## config.mk

```make
export PLATFORM = sky130hd
export DESIGN_NAME = pe_normalize_acc
export DESIGN_NICKNAME = d
export VERILOG_FILES = /design/src/rtl/pe_normalize_acc.sv
export SDC_FILE = /design/constraint.sdc
export NUM_CORES = 1
export LEC_CHECK = 0
export ABC_CLOCK_PERIOD_IN_PS = 6300
export CAP_MARGIN = 20
export CORE_MARGIN = 8
export CORE_UTILIZATION = 40
export CTS_CLUSTER_SIZE = 40
export DETAILED_ROUTE_END_ITERATION = 8
export GPL_TIMING_DRIVEN = 0
export SETUP_SLACK_MARGIN = 0.15
export SLEW_MARGIN = 30
export SYNTH_ARGS = -nofsm -noshare
export SYNTH_HDL_FRONTEND = slang
export SYNTH_SLANG_ARGS = --single-unit
```

## constraint.sdc

```tcl
create_clock -name clk -period 6.3 [get_ports clk]
set_clock_uncertainty 0.1 [all_clocks]
set_input_delay 0.63 -clock clk [delete_from_list [all_inputs] [get_ports clk]]
set_output_delay 0.63 -clock clk [all_outputs]
set_load 0.05 [all_outputs]
```

## src/rtl/pe_normalize_acc.sv

```systemverilog
// pe_normalize_acc: turns the adder-tree sum into a sign/exponent/RNE-rounded
// mantissa and holds the accumulator fed back to the adder tree.
module pe_normalize_acc #(
    parameter int SUM_W    = 66,
    parameter int EXP_W    = 13,
    parameter int MAN_W    = 52,
    parameter int FRAC_POS = 62,
    parameter int EMAX     = 1023,
    parameter int EMIN     = -1022
) (
    input  logic                    clk,
    input  logic                    rst_n,
    input  logic                    in_valid,
    output logic                    in_ready,
    input  logic [SUM_W-1:0]        sum_in,
    input  logic [EXP_W-1:0]        exp_in,
    input  logic                    acc_en,
    input  logic                    acc_clr,
    output logic [SUM_W-1:0]        acc_out,
    output logic                    out_valid,
    input  logic                    out_ready,
    output logic                    out_sign,
    output logic [EXP_W-1:0]        out_exp,
    output logic [MAN_W-1:0]        out_man,
    output logic                    out_zero,
    output logic                    out_ovf,
    output logic                    out_unf
);

    localparam int LZW   = $clog2(SUM_W + 1);
    localparam int XW    = EXP_W + 1;
    localparam int G_POS = SUM_W - 2 - MAN_W;

    localparam logic signed [XW-1:0] EMAX_X = XW'(EMAX);
    localparam logic signed [XW-1:0] EMIN_X = XW'(EMIN);
    localparam logic [XW-1:0]        P_OFS  = XW'(SUM_W - 1 - FRAC_POS);

    function automatic logic [LZW-1:0] lzc_f(input logic [SUM_W-1:0] v);
        logic [LZW-1:0] n;
        logic           found;
        n     = LZW'(SUM_W);
        found = 1'b0;
        for (int i = SUM_W - 1; i >= 0; i--) begin
            if (!found && v[i]) begin
                n     = LZW'(SUM_W - 1 - i);
                found = 1'b1;
            end
        end
        return n;
    endfunction

    logic stall;
    logic adv;
    logic accept;

    assign stall    = out_valid & ~out_ready;
    assign adv      = ~stall;
    assign in_ready = adv;
    assign accept   = in_valid & in_ready;

    // Input capture rank keeps adder-tree timing off the negate/LZC path.
    logic                    v0;
    logic [SUM_W-1:0]        sum0;
    logic signed [EXP_W-1:0] exp0;

    always_ff @(posedge clk or negedge rst_n) begin
        if (!rst_n) begin
            v0   <= 1'b0;
            sum0 <= '0;
            exp0 <= '0;
        end else if (adv) begin
            v0 <= in_valid;
            if (in_valid) begin
                sum0 <= sum_in;
                exp0 <= exp_in;
            end
        end
    end

    // S1: sign and magnitude; -2^(SUM_W-1) maps to itself as unsigned.
    logic             sign_c;
    logic [SUM_W-1:0] mag_c;

    assign sign_c = sum0[SUM_W-1];
    assign mag_c  = sign_c ? -sum0 : sum0;

    logic                    v1;
    logic                    sign1;
    logic [SUM_W-1:0]        mag1;
    logic signed [EXP_W-1:0] exp1;

    always_ff @(posedge clk or negedge rst_n) begin
        if (!rst_n) begin
            v1    <= 1'b0;
            sign1 <= 1'b0;
            mag1  <= '0;
            exp1  <= '0;
        end else if (adv) begin
            v1 <= v0;
            if (v0) begin
                sign1 <= sign_c;
                mag1  <= mag_c;
                exp1  <= exp0;
            end
        end
    end

    // S2: normalize so the leading one sits in the MSB.
    logic [LZW-1:0]       lzc_c;
    logic [SUM_W-1:0]     norm_c;
    logic signed [XW-1:0] exp_pre_c;

    always_comb begin
        lzc_c     = lzc_f(mag1);
        norm_c    = mag1 << lzc_c;
        exp_pre_c = {exp1[EXP_W-1], exp1} + P_OFS - XW'(lzc_c);
    end

    logic                 v2;
    logic                 sign2;
    logic [SUM_W-1:0]     norm2;
    logic signed [XW-1:0] exp2;

    always_ff @(posedge clk or negedge rst_n) begin
        if (!rst_n) begin
            v2    <= 1'b0;
            sign2 <= 1'b0;
            norm2 <= '0;
            exp2  <= '0;
        end else if (adv) begin
            v2 <= v1;
            if (v1) begin
                sign2 <= sign1;
                norm2 <= norm_c;
                exp2  <= exp_pre_c;
            end
        end
    end

    // S3: round to nearest even; a zero MSB after normalizing means zero.
    logic [MAN_W-1:0]     man_t;
    logic                 guard;
    logic                 sticky;
    logic                 round_up;
    logic [MAN_W:0]       man_inc;
    logic signed [XW-1:0] exp_fin;
    logic                 nonzero;

    always_comb begin
        man_t    = norm2[SUM_W-2 -: MAN_W];
        guard    = norm2[G_POS];
        sticky   = |norm2[G_POS-1:0];
        round_up = guard & (sticky | man_t[0]);
        man_inc  = {1'b0, man_t} + {{MAN_W{1'b0}}, round_up};
        exp_fin  = exp2 + {{(XW-1){1'b0}}, man_inc[MAN_W]};
        nonzero  = norm2[SUM_W-1];
    end

    always_ff @(posedge clk or negedge rst_n) begin
        if (!rst_n) begin
            out_valid <= 1'b0;
            out_sign  <= 1'b0;
            out_exp   <= '0;
            out_man   <= '0;
            out_zero  <= 1'b0;
            out_ovf   <= 1'b0;
            out_unf   <= 1'b0;
        end else if (adv) begin
            out_valid <= v2;
            if (v2) begin
                out_zero <= ~nonzero;
                if (nonzero) begin
                    out_sign <= sign2;
                    out_exp  <= exp_fin[EXP_W-1:0];
                    out_man  <= man_inc[MAN_W-1:0];
                    out_ovf  <= exp_fin > EMAX_X;
                    out_unf  <= exp_fin < EMIN_X;
                end else begin
                    out_sign <= 1'b0;
                    out_exp  <= '0;
                    out_man  <= '0;
                    out_ovf  <= 1'b0;
                    out_unf  <= 1'b0;
                end
            end
        end
    end

    // Clear wins over load and ignores the handshake.
    always_ff @(posedge clk or negedge rst_n) begin
        if (!rst_n) begin
            acc_out <= '0;
        end else if (acc_clr) begin
            acc_out <= '0;
        end else if (accept && acc_en) begin
            acc_out <= sum_in;
        end
    end

endmodule

```

==> impl_results.html <==
<table>
<tr><th>Metric</th><th>Value</th></tr>
<tr><th colspan="2">CTS</th></tr>
<tr><td>Clk sinks</td><td>~380</td></tr>
<tr><td>Clock-pin slew reported for the worst setup and hold paths after clock tree synthesis</td><td>approximately 0.06 ns</td></tr>
<tr><td>Clock Latency Late Sink</td><td>roughly 0.60 ns</td></tr>
<tr><td>H-tree levels</td><td>2</td></tr>
<tr><td>Library cell used as clock root buffer</td><td>sky130_fd_sc_hd__clkbuf_16</td></tr>
<tr><td>TritonCTS clock tree</td><td>yes</td></tr>
<tr><td>Max clock buf depth</td><td>3</td></tr>
<tr><td>Clock buffer count from CTS</td><td>43</td></tr>
<tr><th colspan="2">Global routing</th></tr>
<tr><td>Pin count of the biggest net entering global routing</td><td>between 80 and 90</td></tr>
<tr><td>Grt ovf</td><td>0</td></tr>
<tr><td>Global-route wire length before repair</td><td>roughly 140 mm</td></tr>
<tr><td>GR Layer Usage met3</td><td>between 4 and 5%</td></tr>
<tr><td>Busiest metal layer after global routing</td><td>met2</td></tr>
<tr><td>Aggregate global-route resource usage</td><td>29.02%</td></tr>
<tr><td>Met1 track demand over resource</td><td>35.01%</td></tr>
<tr><td>Number of antenna violations at the first check in global routing</td><td>1</td></tr>
<tr><td>Global routing usage on met2</td><td>51.24%</td></tr>
<tr><td>Via count of the first global-routing pass</td><td>20480</td></tr>
<tr><th colspan="2">Synth</th></tr>
<tr><td>Top cell type by total area after synthesis</td><td>sky130_fd_sc_hd__dfrtp_1</td></tr>
<tr><td>Number of instances in the synthesized netlist</td><td>2359</td></tr>
<tr><td>Synth Cell Area</td><td>about 22000 sq um</td></tr>
<tr><td>Synth Flop Type</td><td>sky130_fd_sc_hd__dfrtp_1</td></tr>
<tr><td>Net Count, Synth</td><td>2468</td></tr>
<tr><td>Synthesized area divided by synthesized cell count</td><td>just over 9 sq um</td></tr>
<tr><td>Async SR Flop Fraction</td><td>100.0%</td></tr>
<tr><td>Post-synthesis register bit count</td><td>about 380</td></tr>
<tr><td>Yosys warning total</td><td>0</td></tr>
<tr><td>Number of enable flip-flop cells after synthesis</td><td>0</td></tr>
<tr><td>Largest cells by area after synthesis</td><td>sky130_fd_sc_hd__dfrtp_1 (43%), sky130_fd_sc_hd__nand2_1 (6.2%), sky130_fd_sc_hd__o21ai_0 (5.3%)</td></tr>
<tr><td>Fraction of post-synthesis cell area in the top cell type by area</td><td>43.25%</td></tr>
<tr><td>Cell variety after synth</td><td>79</td></tr>
<tr><td>Seq/Total Area, Yosys</td><td>between 40% and 50%</td></tr>
<tr><th colspan="2">Min path</th></tr>
<tr><td>Type of the tightest min-delay check</td><td>flop to flop</td></tr>
<tr><td>Origin of the worst min-delay path</td><td>exp0[0]$_DFFE_PN0P_</td></tr>
<tr><th colspan="2">Worst setup path</th></tr>
<tr><td>Kind of critical path</td><td>flop to flop</td></tr>
<tr><td>Worst EP arrival</td><td>around 6.3 ns</td></tr>
<tr><td>Start point of the critical path</td><td>mag1[61]$_DFFE_PN0P_</td></tr>
<tr><td>Largest driver fanout on the critical path</td><td>10</td></tr>
<tr><td>Worst reg2reg setup slack</td><td>between 0.3 and 0.4 ns</td></tr>
<tr><td>Startpoint kind of the worst setup timing path</td><td>flop</td></tr>
<tr><td>Worst EP required</td><td>between 6 and 7 ns</td></tr>
<tr><td>Source of the worst register-to-register timing path</td><td>mag1[61]$_DFFE_PN0P_</td></tr>
<tr><td>CP endpoint kind</td><td>flop</td></tr>
<tr><th colspan="2">Status</th></tr>
<tr><td>Status</td><td>complete, no violations</td></tr>
<tr><th colspan="2">Final layout</th></tr>
<tr><td>Area Overhead vs Synth</td><td>22.48%</td></tr>
<tr><td>Number of cells in the finished layout apart from fillers</td><td>around 3400</td></tr>
<tr><td>Post-layout util</td><td>around half</td></tr>
<tr><td>Number of filler instances in the final layout</td><td>5206</td></tr>
<tr><td>Number of antenna diodes</td><td>0</td></tr>
<tr><td>Post-layout net count</td><td>~2700</td></tr>
<tr><td>Combined area of the multi-input logic cells</td><td>11660 sq um</td></tr>
<tr><td>Storage cell area</td><td>approximately 9500 sq um</td></tr>
<tr><td>Layout cell share with drive strength beyond 1</td><td>10.03%</td></tr>
<tr><th colspan="2">Route</th></tr>
<tr><td>Post-detailed-route count of antenna-violating nets</td><td>0</td></tr>
<tr><td>Routed via count divided by cell count</td><td>about 6</td></tr>
<tr><td>Count of unresolved DRC violations after routing</td><td>0</td></tr>
<tr><td>Total detailed-routing wirelength</td><td>approximately 93 mm</td></tr>
<tr><td>First DRT Iteration DRCs</td><td>~1700</td></tr>
<tr><td>Overall via count from detail_route</td><td>about 20000</td></tr>
<tr><td>Drt pass-1 iters</td><td>6</td></tr>
<tr><td>Wire per inst</td><td>between 20 and 30 um</td></tr>
<tr><th colspan="2">STA</th></tr>
<tr><td>Post-layout minimum cycle time</td><td>about 6.0 ns</td></tr>
<tr><td>Relative slew margins</td><td>between 20% and 30%</td></tr>
<tr><td>Hold Slack</td><td>0.3669 ns</td></tr>
<tr><td>Slew of the pin with the lowest slew margin</td><td>about 1.1 ns</td></tr>
<tr><td>Final number of max-transition violations</td><td>0</td></tr>
<tr><td>Period Utilization, post-route</td><td>a little over nine tenths</td></tr>
<tr><td>Number of hold violations in the final report</td><td>0</td></tr>
<tr><td>Setup repair after global routing missed its margin</td><td>yes</td></tr>
<tr><td>Max Clock Freq</td><td>~170 MHz</td></tr>
<tr><td>Final setup fails</td><td>0</td></tr>
<tr><th colspan="2">Floorplan</th></tr>
<tr><td>Die height</td><td>250.1 um</td></tr>
<tr><td>Area of the die</td><td>between 60000 and 70000 sq um</td></tr>
<tr><td>Number of top-level pins</td><td>roughly 220</td></tr>
<tr><td>Starting density of the core</td><td>between 40% and 50%</td></tr>
<tr><td>Number of rows created at floorplan</td><td>between 80 and 90</td></tr>
<tr><td>Die outline width</td><td>between 200 and 300 um</td></tr>
<tr><td>Floorplan core area</td><td>~55000 sq um</td></tr>
<tr><th colspan="2">Placement</th></tr>
<tr><td>Number of placed cells counting well taps</td><td>~3300</td></tr>
<tr><td>Post-detail-place hpwl</td><td>between 70 and 80 mm</td></tr>
<tr><td>Placer Congestion</td><td>0.9768</td></tr>
<tr><td>Port Buffer Count</td><td>approximately 220</td></tr>
<tr><th colspan="2">Power and ir drop</th></tr>
<tr><td>P per Cell Area</td><td>around 660 nW/um^2</td></tr>
<tr><td>Total design power</td><td>0.01783 W</td></tr>
<tr><td>Peak ir drop on the vdd network</td><td>around 0.26 mV</td></tr>
<tr><td>Static leakage</td><td>approximately 11 nW</td></tr>
<tr><th colspan="2">Run</th></tr>
<tr><td>Number of maximum-capacitance violations</td><td>0</td></tr>
</table>
cell type report:
cell class	instances	area share, %
Clock inverter	23	1.337
Buffer	172	2.870
Clock buffer	54	4.309
Inverter	48	0.6848
Tap cell	704	3.280
Timing Repair Buffer	229	8.768
Sequential cell	379	35.32
Multi-Input combinational cell	1758	43.43
worst paths after layout:
| check | end | depth (start not counted) |
|---|---|---|
| max | exp2[12]$_DFFE_PN0P_ | 23 |
| min reg2reg | exp1[0]$_DFFE_PN0P_ | 2 |
| min | exp1[0]$_DFFE_PN0P_ | 2 |
| min in group asynchronous | out_exp[0]$_DFFE_PN0P_ | 2 |
| max in group asynchronous | mag1[64]$_DFFE_PN0P_ | 4 |
| max reg2reg | exp2[12]$_DFFE_PN0P_ | 23 |
metal layers:
metal	vias to the layer above	wire, um
met5	-	0
met4	0	4544
met3	187	4760
met2	733	46160
met1	10050	37630
li1	9235	-
state kept, by name, summed over array words and instances (netlist names):
| name | cells |
|---|---|
| sign2 | 1 |
| out_sign | 1 |
| out_ovf | 1 |
| norm2 | 66 |
| out_valid | 1 |
| exp2 | 14 |
| v0 | 1 |
| exp0 | 13 |
| out_zero | 1 |
| out_man | 52 |
| v2 | 1 |
| sum0 | 66 |
| out_unf | 1 |
| mag1 | 66 |
| v1 | 1 |
| exp1 | 13 |
| out_exp | 13 |
| sign1 | 1 |
| acc_out | 66 |
synthesized netlist by cell type, types with 44 or more instances:
cell type                    n
sky130_fd_sc_hd__mux2i_1    83
sky130_fd_sc_hd__clkbuf_1  132
sky130_fd_sc_hd__xor2_1     94
sky130_fd_sc_hd__nor3_1     46
sky130_fd_sc_hd__dfrtp_1   379
sky130_fd_sc_hd__nor2_1     92
sky130_fd_sc_hd__mux2_2    101
sky130_fd_sc_hd__a21oi_1    70
sky130_fd_sc_hd__o21ai_0   231
sky130_fd_sc_hd__inv_1      44
sky130_fd_sc_hd__a22o_1     78
sky130_fd_sc_hd__nand2_1   364
sky130_fd_sc_hd__nand3_1    45
power breakdown:
group | internal [W] | switching (W)
registers | 0.00330 | 0.000978
clock network | 0.00161 | 0.00108
logic | 0.00344 | 0.00741
worst max-delay path: stages, from the launching register on:
cell and delay [ns]:
sky130_fd_sc_hd__dfrtp_1 0.50, sky130_fd_sc_hd__or4_4 0.61, sky130_fd_sc_hd__or4_4 0.52, sky130_fd_sc_hd__or3_1 0.35, sky130_fd_sc_hd__buf_4 0.19, sky130_fd_sc_hd__o31ai_4 0.26
sky130_fd_sc_hd__or2_2 0.18, sky130_fd_sc_hd__inv_1 0.08, sky130_fd_sc_hd__clkbuf_4 0.23, sky130_fd_sc_hd__buf_4 0.23, sky130_fd_sc_hd__buf_4 0.22, sky130_fd_sc_hd__clkbuf_8 0.21
sky130_fd_sc_hd__ha_1 0.29, sky130_fd_sc_hd__ha_1 0.35, sky130_fd_sc_hd__a21oi_2 0.18, sky130_fd_sc_hd__o21bai_1 0.10, sky130_fd_sc_hd__a21oi_2 0.19, sky130_fd_sc_hd__o21bai_1 0.10
sky130_fd_sc_hd__a21oi_2 0.20, sky130_fd_sc_hd__o21bai_1 0.08, sky130_fd_sc_hd__a21oi_1 0.22, sky130_fd_sc_hd__o21ai_0 0.16, sky130_fd_sc_hd__xnor2_1 0.17, sky130_fd_sc_hd__o21ai_0 0.10
metrics by stage:
| stage | setup slack [ns] | area [sq um] | setup TNS [ns] |
|---|---|---|---|
| 2_1_floorplan | 0.6215 | 21930 | 0 |
| 3_3_place_gp | -11.69 | 25020 | -4425.84 |
| 3_5_place_dp | -1.729 | 25160 | -12.56 |
| 4_1_cts | 0.1627 | 26790 | 0 |
| 5_1_grt | 0.1312 | 26860 | 0 |
| 6_report | 0.3254 | 26860 | 0 |
timing repair:
item	CTS	global route
setup endpoints to repair	22	9
hold buffers	1	0
cloned	0	0
pin swaps	1	0
hold endpoints to repair	84	0
resized for setup	31	26
buffers inserted	1	0
cell usage in the layout, fill, tap and decap left out, types with 9 or more instances in the layout:
cell	instances
sky130_fd_sc_hd__or4_1	11
sky130_fd_sc_hd__o22ai_1	21
sky130_fd_sc_hd__or3_1	17
sky130_fd_sc_hd__and2_1	13
sky130_fd_sc_hd__buf_1	11
sky130_fd_sc_hd__nand3_1	45
sky130_fd_sc_hd__o21ai_0	229
sky130_fd_sc_hd__o41ai_1	14
sky130_fd_sc_hd__a21oi_1	64
sky130_fd_sc_hd__mux2_2	101
sky130_fd_sc_hd__dfrtp_1	377
sky130_fd_sc_hd__o21bai_1	11
sky130_fd_sc_hd__a31oi_1	12
sky130_fd_sc_hd__clkinv_2	12
sky130_fd_sc_hd__nand4_1	22
sky130_fd_sc_hd__a221oi_1	20
sky130_fd_sc_hd__xor2_1	94
sky130_fd_sc_hd__a22o_1	78
sky130_fd_sc_hd__nand2b_1	13
sky130_fd_sc_hd__nor2_1	90
sky130_fd_sc_hd__o211ai_1	15
sky130_fd_sc_hd__ha_1	23
sky130_fd_sc_hd__clkdlybuf4s50_1	220
sky130_fd_sc_hd__o31ai_1	28
sky130_fd_sc_hd__a2111oi_0	9
sky130_fd_sc_hd__xnor2_1	41
sky130_fd_sc_hd__mux2i_1	82
sky130_fd_sc_hd__nor3_1	45
sky130_fd_sc_hd__a211oi_1	33
sky130_fd_sc_hd__buf_2	21
sky130_fd_sc_hd__clkbuf_1	128
sky130_fd_sc_hd__clkbuf_16	43
sky130_fd_sc_hd__a22oi_1	38
sky130_fd_sc_hd__and3_1	19
sky130_fd_sc_hd__nand2_1	364
sky130_fd_sc_hd__a211o_1	10
sky130_fd_sc_hd__a221o_1	9
sky130_fd_sc_hd__nor4_1	22
sky130_fd_sc_hd__inv_1	44
sky130_fd_sc_hd__a21o_1	13
cells by family after synthesis:
kind of cell | count (synthesis) | share of synthesized area (%)
AO/OA/AOI/OAI | 698 | 21.60
XOR/XNOR | 135 | 5.392
adder cells (fa/ha/maj) | 24 | 1.404
buffers and inverters | 222 | 4.086
flip-flops | 379 | 43.25
multiplexers | 189 | 9.284
AND/OR/NAND/NOR | 712 | 14.98
Power figures use the tool's default switching activity.
